===== src/rtl/spi_miso_deframer.sv =====
// spi_miso_deframer: splits 64-bit two-lane MISO FIFO words into bytes and assembles AstroPix hit frames.
// Optional header check (byte[7:5]==3'b001) and bad_header_count port under SPI_DEFRAMER_HEADER_CHECK_EN.
module spi_miso_deframer #(
    parameter int         FRAME_BYTES = 5,
    parameter logic [7:0] IDLE_BYTE   = 8'hBC
) (
    input  logic                     clock,
    input  logic                     reset,
    input  logic                     enable,
    input  logic                     clear,
    input  logic [1:0]               lane_enable,
    input  logic [63:0]              fifo_data,
    input  logic                     fifo_empty,
    output logic                     fifo_rd_en,
    output logic [8*FRAME_BYTES-1:0] frame_data,
    output logic                     frame_valid,
    input  logic                     frame_ready,
    output logic [15:0]              frame_count,
    output logic [15:0]              idle_count
`ifdef SPI_DEFRAMER_HEADER_CHECK_EN
    ,
    output logic [15:0]              bad_header_count
`endif
);
    typedef enum logic [1:0] {FETCH, LATCH, EMIT} word_state_t;
    typedef enum logic {HUNT, COLLECT} parse_state_t;

    word_state_t              state, state_next;
    parse_state_t             parse;
    logic [63:0]              word;
    logic                     lane1_on;
    logic [2:0]               idx;
    logic [31:0]              lane0, lane1, lane;
    logic [7:0]               data_byte;
    logic                     byte_valid, stall, last, header_ok, complete;
    logic [3:0]               count;
    logic [8*FRAME_BYTES-9:0] acc;
    logic [8*FRAME_BYTES-1:0] shifted;

    always_comb begin
        for (int k = 0; k < 32; k++) begin
            lane0[k] = word[2*k+1];
            lane1[k] = word[2*k];
        end
        lane = idx[2] ? lane1 : lane0;
        data_byte = lane[5'd31 - {idx[1:0], 3'b000} -: 8];
        stall = frame_valid & ~frame_ready;
        last = (idx == 3'd7) | ((idx == 3'd3) & ~lane1_on);
        state_next = state;
        fifo_rd_en = 1'b0;
        byte_valid = 1'b0;
        case (state)
            FETCH: begin
                fifo_rd_en = enable & ~fifo_empty & ~stall & ~reset;
                state_next = fifo_rd_en ? LATCH : FETCH;
            end
            LATCH: state_next = (lane_enable == 2'b00) ? FETCH : EMIT;
            EMIT: begin
                byte_valid = ~stall;
                state_next = (~stall & last) ? FETCH : EMIT;
            end
            default: state_next = FETCH;
        endcase
    end

    always_ff @(posedge clock) begin
        if (reset) begin
            state <= FETCH;
            idx <= 3'd0;
            word <= 64'd0;
            lane1_on <= 1'b0;
        end else begin
            state <= state_next;
            if (state == LATCH) begin
                word <= fifo_data;
                lane1_on <= lane_enable[1];
                idx <= lane_enable[0] ? 3'd0 : 3'd4;
            end else if (byte_valid) begin
                idx <= (idx == 3'd3) ? 3'd4 : idx + 3'd1;
            end
        end
    end

`ifdef SPI_DEFRAMER_HEADER_CHECK_EN
    assign header_ok = (data_byte[7:5] == 3'b001);
`else
    assign header_ok = 1'b1;
`endif
    assign shifted = {acc, data_byte};
    assign complete = byte_valid & ~clear & (parse == COLLECT) & (count == 4'(FRAME_BYTES - 1));

    // a frame completing in the same cycle it is accepted replaces it without a valid gap
    always_ff @(posedge clock) begin
        if (reset) begin
            parse <= HUNT;
            count <= 4'd0;
            acc <= '0;
            frame_data <= '0;
            frame_valid <= 1'b0;
            frame_count <= 16'd0;
            idle_count <= 16'd0;
`ifdef SPI_DEFRAMER_HEADER_CHECK_EN
            bad_header_count <= 16'd0;
`endif
        end else begin
            if (complete) begin
                frame_data <= shifted;
                frame_valid <= 1'b1;
                frame_count <= frame_count + 16'd1;
            end else if (frame_ready) begin
                frame_valid <= 1'b0;
            end
            if (clear) begin
                parse <= HUNT;
                count <= 4'd0;
            end else if (byte_valid) begin
                if (parse == COLLECT) begin
                    acc <= shifted[8*FRAME_BYTES-9:0];
                    count <= complete ? 4'd0 : count + 4'd1;
                    parse <= complete ? HUNT : COLLECT;
                end else if (data_byte == IDLE_BYTE) begin
                    idle_count <= idle_count + {15'd0, ~&idle_count};
                end else if (header_ok) begin
                    acc <= shifted[8*FRAME_BYTES-9:0];
                    count <= 4'd1;
                    parse <= COLLECT;
                end
`ifdef SPI_DEFRAMER_HEADER_CHECK_EN
                else begin
                    bad_header_count <= bad_header_count + {15'd0, ~&bad_header_count};
                end
`endif
            end
        end
    end
endmodule


===== config.mk =====
export PLATFORM = sky130hd
export DESIGN_NAME = spi_miso_deframer
export DESIGN_NICKNAME = d
export VERILOG_FILES = /design/src/rtl/spi_miso_deframer.sv
export SDC_FILE = /design/constraint.sdc
export NUM_CORES = 1
export LEC_CHECK = 0
export CAP_MARGIN = 20
export CORE_ASPECT_RATIO = 0.75
export CORE_MARGIN = 3
export CORE_UTILIZATION = 47
export DETAILED_ROUTE_END_ITERATION = 8
export PLACE_DENSITY = 0.82
export SETUP_SLACK_MARGIN = 0.4
export SLEW_MARGIN = 20
export SYNTH_ARGS = -nofsm -noshare
export SYNTH_HDL_FRONTEND = slang
export SYNTH_SLANG_ARGS = --single-unit

===== constraint.sdc =====
create_clock -name clock -period 3.6 [get_ports clock]
set_input_delay 0.72 -clock clock [delete_from_list [all_inputs] [get_ports clock]]
set_output_delay 0.72 -clock clock [all_outputs]
set_load 0.01 [all_outputs]

After elaboration in Yosys (flattened, before gate mapping)
Index checks and enable logic that the tools add are counted.
Storage, ports and cells
  bits in writable memories: 0
  memory bits (read-only): 0
  memories: 0
  input port bits: 72
  word-level logic and storage cells: 72
  register bits after elaboration: 180
  bits in latches: 0
  output and inout bits: 74
Operators by class
  shifts and indexed selects: 1
  reductions and logical operators: 10
  muxes and demuxes: 21
  magnitude comparators: 0
  equal/unequal tests: 7
  bitwise operators: 17
  multiply operators: 0
  add/subtract/negate cells: 5
  div/mod/pow operators: 0
Operator list (count)
  32-bit 2-to-1 mux: 3
  39-bit by 6-bit indexed part select with 8-bit output: 1
  16-bit by 1-bit adder with 16-bit output: 1
  16-bit by 1-bit adder with 16-bit output (second input constant): 1
  16-bit AND reduction: 1
  3-bit 2-to-1 mux: 4
  4-bit 2-to-1 mux: 3
  1-bit AND: 9
  8-bit == test (second input constant): 1
  1-bit 2-to-1 mux: 8
  1-bit inverter: 7
  2-bit case mux with 3 select lines: 1
  5-bit subtractor (first input constant): 1
  4-bit by 1-bit adder with 4-bit output (second input constant): 1
  4-bit by 3-bit == test with 1-bit output (second input constant): 1
  2-bit logical NOT: 2
  2-bit 2-to-1 mux: 2
  4-bit AND reduction: 1
  2-bit nonzero test: 2
  3-bit by 1-bit adder with 3-bit output (second input constant): 1
  3-bit by 2-bit == test with 1-bit output (second input constant): 1
  3-bit == test (second input constant): 1
  3-bit AND reduction: 1
  2-bit by 1-bit == test with 1-bit output (second input constant): 1
  6 further kinds: 6

Logic depth before layout (Yosys ltp)
Gate-level depths: netlist of the first run.
  word-level depth: 9
  depth in mapped cells: 12
  depth with buffers taken out: 12

Worst setup path after synthesis of the first run
Ideal clock, no wire load.
  kind: reg-to-reg
  from: register idx[2]
  to: register idle_count[10]
  cell stages (with the launch flop): 9
  library setup time: 0.070 ns
  required time: 3.530 ns
  arrival time: 2.392 ns
  path buffers: 2
  clock period less this slack: 2.463 ns
  path slack: 1.137 ns
  cells stage by stage: dfxtp_1 -> buf_6 -> mux4_2 -> mux2_2 -> a2111oi_4 -> nand4b_4 -> buf_6 -> or3_1 -> a21oi_1
Between the ends
  cells in the longest elaborated chain, start to end: 4
Ends and longest elaborated chain
  start, declared: line 32  | logic [2:0] idx;
  start signal, assigned: line 77  | idx <= lane_enable[0] ? 3'd0 : 3'd4;
  start signal, assigned: line 79  | idx <= (idx == 3'd3) ? 3'd4 : idx + 3'd1;
  32-bit 2-to-1 mux: line 45  | lane = idx[2] ? lane1 : lane0;
  39-bit by 6-bit indexed part select with 8-bit output: line 46  | data_byte = lane[5'd31 - {idx[1:0], 3'b000} -: 8];
  8-bit == test: line 121  | end else if (data_byte == IDLE_BYTE) begin
  4-bit AND reduction (no source line)
  end signal, assigned: line 122  | idle_count <= idle_count + {15'd0, ~&idle_count};
  end, declared: line 19  | output logic [15:0] idle_count
No other way between the ends.
A chain may end at the register's enable or synchronous reset.

Worst setup path after layout of the first run
  from: register idx[1]
  to: register idle_count[13]
Between the ends
  cells in the longest elaborated chain, start to end: 4
Ends and longest elaborated chain (line)
  5-bit subtractor: 46
  39-bit by 6-bit indexed part select with 8-bit output: 46
  8-bit == test: 121
  4-bit AND reduction (no source line)
No other way between the ends.

==> results.md, run 1 <==
- The hold violation total from the final report was 0.
- The total die area is roughly 0.017 mm2.
- The kind of end point of the critical path is a register.
- In this run the remaining antenna-violating nets after routing total 0.
- Counting I/O delays and the setup requirement, the final critical path takes 3010 ps.
- The sum of overflow across all layers after global routing is 0.
- The utilization of the core after routing is a little over three fifths.
- The total CTS buffers is 17.
- The standby leakage power is around 3.2 nW.
- From synthesis to final layout, the design area changed by 29.4%.
- The internal power summed over all cells is around 0.0033 W.
- The number of sinks on the clock net is 180.
- The initial cell density of the core is just under 50%.
- The vias after detailed routing is between 6000 and 7000.
- At the pin with the least slew margin, the transition time is approximately 890 ps.
- After synthesis, the netlist uses 48 different library cells.
- The worst hold path belongs to the class reg2reg.
- The share of total power dissipated in the clock network is 45.8%.
- After legalization and detailed placement, the total HPWL measured 12500 um.
- The startpoint identified for the worst register-to-register timing path is idx[1].
- The number of cells on the worst reg-to-reg path is 7.
- The kind of start point of the critical path is a register.
- The repair_antennas step left the layout with diodes totalling 0.
- The critical register-to-register path endpoint is idle_count[13].
- In the routed design, unresolved DRC markers number 0.
- The maximum vdd ir drop is ~0.35 mV.
- The cell total after placement is approximately 1200.
- The worst setup path is of the reg2reg kind.
- Net switching is around 22% of the power.
- The overall die width is between 150 and 200 um.
- The worst hold path terminates at word[7].
- The hold path startpoint is word[7].
- During placement, the flow inserted port buffers numbering between 100 and 150.
- The clock latency at the later pin of the worst-skew pair is 430 ps.
- The initial antenna violation count came to 0.
- The CTS tree is built.
- The arrival time at the worst endpoint is roughly 3400 ps.
- Across the routed clock network, the largest skew measured is between 10 and 15 ps.
- The portion of the clock cycle consumed by the worst path in the final layout is 83.6%.
- With fillers left out, the area of the finished cells amounts to around 0.0097 mm2.
- Counting along the longest clock path gives a buffer depth of 2.
- The finished layout holds around 1200 standard cells, fillers aside.
- The required time at the worst-slack endpoint is between 3000 and 4000 ps.
- The wire length per cell is 15.2 um.
- Setup slack on the worst reg-to-reg path comes out at between 500 and 600 ps.
- Counting flops with a built-in enable in the synthesized netlist gives 0.
- The clock tree root driver cell is clkbuf_16.
- The number of nets in the synthesized netlist is roughly 940.
- The placer congestion estimate is 0.817.
- The hold path depth is 2.
- The total power per unit cell area is roughly 430 mW/mm2.
- After clock tree synthesis, the flow added hold-fix buffers numbering 0.
- The first-pass GRT wire length is a little under 30000 um.
- The flow ran to the end, and the final reports show no timing, DRC or antenna violations.
- In this run, the number of DRC markers left after iteration 0 of detailed routing was ~460.
- The number of gates resized after CTS was 0.
- In this run, the combinational gates consume 5.6% of the power.
- The vertical die dimension is 115 um.
- After detailed placement, the total cell area comes to 0.00906 mm2.
- The proportion of power drawn by flip-flops and latches is 48.6%.
- The final layout contains 1062 nets.
- The mean instance size in the synthesized netlist is between 8 and 9 um2.
- Of the cells placed in the final design, the portion with a size suffix greater than 1 is between 7 and 8%.
- Measured against its own limit, the worst slew margin works out to 40.7%.
- The proportion of register bits with asynchronous set or reset after synthesis is 0%.
- After detailed routing, the total wire length is 18200 um.
- The maximum operating frequency is approximately 0.33 GHz.
- The floorplan has 39 rows.
- The post-synthesis sequential element count is 180.
- The largest net degree at the start of global routing is 186.
- The final total negative setup slack is 0 ps.
- The Yosys step of the flow raised 0 warnings.
- Summing the sequential cell areas from Yosys gives 48.2% of the chip area.
- In the synthesized netlist the dominant register cell turns out to be dfxtp_1.
- The clock tree synthesis step divided the H-tree into 4 levels.
- The number of buffers inserted by post-CTS setup repair is 0.
- The first TritonRoute pass finished after 5 iterations.
- The number of pins with negative max-slew slack in the final report is 0.
- The number of ports placed on the die boundary is 146.
- The total area inside the core boundary comes to roughly 0.015 mm2.
- The critical path goes through buf_4, mux4_2, mux2i_4, nor4b_4, nand4b_4, or4_1, a21oi_1.
- Among all stages on the critical path, the largest delay is contributed by or4_1.
- Across every metal layer, demand over resource in global routing totals a little over a fifth.
- Setup repair after global routing could not meet its margin everywhere.
- In this run the cell area of the synthesized design comes to ~0.0075 mm2.
- The highest cell delay on the worst timing path is between 500 and 600 ps.
- The instance count of the mapped netlist is approximately 860.
- After filler insertion, the fill cell instance count of the layout stands at between 1000 and 1500.
- The top fanout value on the critical path is 28.
- The overall power of the completed layout is approximately 0.0042 W.
- The clock slew seen by the registers of the worst setup and hold paths is around 70 ps.
- The number of global-route vias before repair is 5980.
- Max-cap violations in this run came to 0.
- The analysis attributes to net switching a power of roughly 0.00094 W.
- Using the TritonRoute via totals, the vias-per-cell ratio works out to between 5 and 6.
- The final setup violation count is 0.
critical path, delay by kind of cell, from the launching register on:
family	cells	cell delay, ps
compound gates	1	150
buf+inv	1	270
flops	1	550
mux	2	540
simple gates	3	1410
registers in the layout (all words and copies together), names as in the netlist:
register / cells
frame_valid: 1
count: 4
idx: 3
state: 2
word: 64
parse: 1
idle_count: 16
acc: 32
frame_data: 40
lane1_on: 1
frame_count: 16
per-layer routing:
layer	GRT usage, %	wire [um]	vias to the layer above
li1	-	-	3193
met1	30.6	8680	2945
met2	31.9	8090	223
met3	4.69	1340	12
met4	5.39	131	0
met5	0	0	-
per-stage QoR:
stage / worst slack [ps] / hold WS (ps)
floorplan: 1140 / 432
global placement: 572 / 435
detailed placement: 531 / 445
CTS: 597 / 455
global route: 369 / 469
finish: 591 / 454
final cells by class:
type	instances	area [um2]	area share, %
Sequential cell	180	3600	37.3
Multi-Input combinational cell	613	3590	37.1
Inverter	9	33.8	0.349
Tap cell	205	256	2.65
Clock inverter	14	173	1.79
Clock buffer	18	439	4.54
Timing Repair Buffer	160	1570	16.3
power by group through the flow:
stage | sequential (W) | clock [W] | combinational, W
2_1_floorplan | 0.00208 | 0 | 0.000128
3_3_place_gp | 0.00208 | 0 | 0.000232
3_5_place_dp | 0.00208 | 0 | 0.000234
4_1_cts | 0.00204 | 0.00195 | 0.000236
5_1_grt | 0.00204 | 0.00203 | 0.000258
6_report | 0.00204 | 0.00192 | 0.000236
placed cells by master, fill, tap and decap left out, types with 5 or more instances in the layout:
cell type,count
nand2_1,223
dfxtp_1,180
clkdlybuf4s50_1,144
a21oi_1,129
nor2_1,36
mux2i_1,31
nand2b_1,28
o21ai_0,24
clkbuf_16,17
buf_4,15
mux4_2,14
or3_1,13
a211oi_1,12
nand4_1,11
nand3_1,11
inv_1,9
ha_1,9
nor2b_1,6
and3_1,6
xnor2_1,6
nand4b_1,6
xor2_1,5
or4_1,5
worst max-delay path by stage:
stage,slack (ps),startpoint,end,cells past startpoint
2_1_floorplan,1140,idx[2],idle_count[10],8
3_3_place_gp,570,frame_ready,idle_count[13],7
3_5_place_dp,530,frame_ready,idle_count[13],7
4_1_cts,600,idx[2],idle_count[13],7
5_1_grt,370,idx[2],idle_count[13],7
6_report,590,idx[1],idle_count[13],7
cells in the mapped netlist (6+ instances only):
cell | count | area share [%]
nand2_1 | 223 | 11
dfxtp_1 | 180 | 48
a21oi_1 | 129 | 8.6
clkbuf_1 | 48 | 2.4
nor2_1 | 36 | 1.8
mux2i_1 | 31 | 4.2
nand2b_1 | 29 | 2.4
o21ai_0 | 24 | 1.6
mux4_2 | 14 | 4.2
or3_1 | 13 | 1.1
a211oi_1 | 12 | 1.2
nand3_1 | 11 | 0.74
nand4_1 | 11 | 0.92
ha_1 | 9 | 1.5
inv_1 | 9 | 0.45
buf_2 | 7 | 0.47
nor2b_1 | 7 | 0.59
and3_1 | 6 | 0.50
nand4b_1 | 6 | 0.70
xnor2_1 | 6 | 0.70
cell families after synthesis:
family	synth area share [%]
compound gates	13.4
xor+xnor	1.29
fa+ha+maj	1.51
buf+inv	3.93
flops	48.2
mux	9.12
simple gates	22.5
(Power assumes the default switching activity.)
==> run 2, diff against run 1 <==
Clock period 3.6 ns to 2.81 ns, I/O delays scaled along.
==> run 2 against run 1 <==
  * Non-clock buffer count is 51 higher
  * Final cell count is 4.3% higher
  * Final area is 8.6% higher
  * First-iteration DRC count is 34% higher
==> results.md, run 2 (same netlist as run 1, synthesis figures left out) <==
- The run finished with clean final reports.
- Cells with a size suffix above 1 make up 16.5% of the layout.
- The total met2 wirelength after detailed routing is about 10000 um.
- The number of antenna diodes in the final layout is 0.
- The clock slew seen by the registers of the worst setup and hold paths is around 70 ps.
- The area growth from synthesis to layout is 40.6%.
- The critical path in this run is classified as reg2reg.
- Using the TritonRoute via totals, the vias-per-cell ratio works out to roughly 5.6.
- The number of ports placed on the die boundary is roughly 150.
- Row generation in the floorplan step produced 39 rows.
- The largest single stage delay on the critical path is 530 ps.
- The congestion estimate from routability-driven global placement came to just over 0.8.
- The initial antenna violation count is 0.
- The first global-routing pass estimated around 33000 um of wire.
- The number of violations of the max-capacitance limit is 0.
- For this block, wires on met1 add up to 9580 um.
- The library cell used most frequently in the layout, excluding fill and tap cells, is nand2_1.
- Setup violations remaining at the end of the flow were counted as 0.
- The number of sinks on the clock net is 180.
- Among all stages on the critical path, the largest delay is contributed by or4_4.
- In the final routed layout, each cell accounts on average for 17.7 um.
- The least setup slack across all paths after layout is ~150 ps.
- TritonCTS built the clock tree.
- The cell area after placement is ~0.009 mm2.
- The arrival time at the worst endpoint is 3020 ps.
- The overall die width is approximately 150 um.
- The total wire length after detailed routing is 22200 um.
- In this run the deepest clock path goes through 2 buffers.
- The kind of start point of the critical path is a register.
- The H-tree was split into 4 levels.
- The number of buffers inserted for hold repair after clock tree synthesis is 0.
- The uppermost layer routed is met4.
- OpenSTA, run right after detailed placement, puts the worst setup slack at -42.1 ps.
- The global-route usage over all layers is about a quarter.
- The hold violation total from the final report was 0.
- Counting the fill cells in the layout gives 1136.
- For the pin with the worst max-slew slack, the measured transition is roughly 930 ps.
- The total area inside the core boundary comes to 0.0154 mm2.
- The total CTS buffers is 17.
- The portion of the clock cycle consumed by the worst path in the final layout is 94.5%.
- Hold is met by between 400 and 500 ps.
- Setup repair after global routing could not meet its margin everywhere.
- The initial DRC count is 608.
- The number of cells on the worst reg-to-reg path is 8.
- The required time at the worst-slack endpoint is about 3200 ps.
- The number of cells in the finished layout apart from fillers is 1250.
- The total die area is between 0.015 and 0.02 mm2.
- The normalized max-slew margin is between 30 and 40%.
- STA classifies the critical path endpoint as a register.
- For this block, the via count after detailed routing is between 6000 and 7000.
- In this run the static leakage power is between 3 and 4 nW.
- The clock period minus final worst setup slack is between 2000 and 3000 ps.
- The register with the most flip-flops in the layout has 64 of them.
- In this run the clock root is driven by a clkbuf_16.
- The number of global-route vias before repair is ~6400.
- The final net count is about 1100.
- In the final layout, the registers with the most flip-flops are word: 64 flops, frame_data: 40 flops, acc: 32 flops.
- The top cell types in the final layout, fill and taps aside, are nand2_1 (221), dfxtp_1 (175), clkdlybuf4s50_1 (143).
- Ranked by flip-flop count, first place goes to word.
- For this run, the share of the core covered by cells in the final layout is approximately two thirds.
- The routed design uses about 1800 um of met3 wire.
- The detailed-placement wirelength estimate is around 13000 um.
- The hold path depth is 2.
- The total power per unit cell area is ~510 mW/mm2.
- In this run the tool buffered the top-level ports with about 150 buffer cells.
- After global routing the overflow that remains totals 0.
- The largest net degree at the start of global routing is 95.
- Including well taps, the total number of placed cells is 1179.
- The path category of the worst min-delay check is reg2reg.
- The initial cell density of the core is about half.
- The maximum vdd ir drop is approximately 0.35 mV.
- After detailed routing, the number of remaining DRC violations is 0.
- The clock latency at the later pin of the worst-skew pair is around 430 ps.
- The signal on the critical path passes through buf_12, mux4_2, mux2i_4, nor4b_4, buf_4, nand4b_4, or4_4, a21oi_2.
- The number of pins with negative max-slew slack in the final report is 0.
- The top fanout value on the critical path is 7.
- After routing the design area is 0.0105 mm2.
- The worst setup skew after layout is roughly 12 ps.
- The detail route stage leaves a number of antenna-violating nets equal to 0.
- The maximum operating frequency is roughly 0.38 GHz.
- For this run, the detailed router's first-pass iteration total came to 6.
- The vertical die dimension is about 120 um.
-- run 2: where the power goes --
part	total (W)	switching, W	internal [W]
logic	0.000370	0.000173	0.000197
registers	0.00262	0.0000291	0.00259
clock network	0.00242	0.00100	0.00142
-- run 2: metrics by stage --
stage / power [W] / setup TNS [ps]
CTS: 0.00540 / 0
detailed placement: 0.00298 / -102
floorplan: 0.00282 / 0
finish: 0.00541 / 0
global route: 0.00557 / 0
global placement: 0.00297 / 0
-- run 2: layout make-up --
type                       instances  area [um2]  area share (%)
multi-input combinational        615        3870            36.9
timing repair buffer             211        2130            20.3
inverter                           9        33.8           0.322
sequential                       180        3610            34.4
clock buffer                      19         443            4.22
clock inverter                    11         154            1.46
tap                              205         256            2.44
-- run 2: path summary, 6_finish.rpt --
check / startpoint / to / slack, ps
setup / recovery: idx[2] / idle_count[11] / 150
setup reg to reg: idx[2] / idle_count[11] / 150
hold / removal: frame_data[11] / frame_data[11] / 450
hold reg to reg: frame_data[11] / frame_data[11] / 450
-- run 2: per-layer routing --
layer  up-vias  track usage (%)
met5         -                0
met4         0             7.30
met3        39             6.07
met2       305             37.6
met1      3311             32.3
li1       3319                -
-- run 2: repair_timing --
action	4_1_cts	5_1_grt
setup endpoints to repair	51	53
setup buffers	22	14
resized for setup	31	52
cloned	4	1
pin swaps	16	24
-- run 2: worst max-delay path, delay by kind of cell, from the launching register on --
kind	cells	cell delay (ps)
AOI/OAI and AO/OA	1	140
buffers and inverters	2	340
DFF	1	410
muxes	2	690
and+or+nand+nor	3	1000
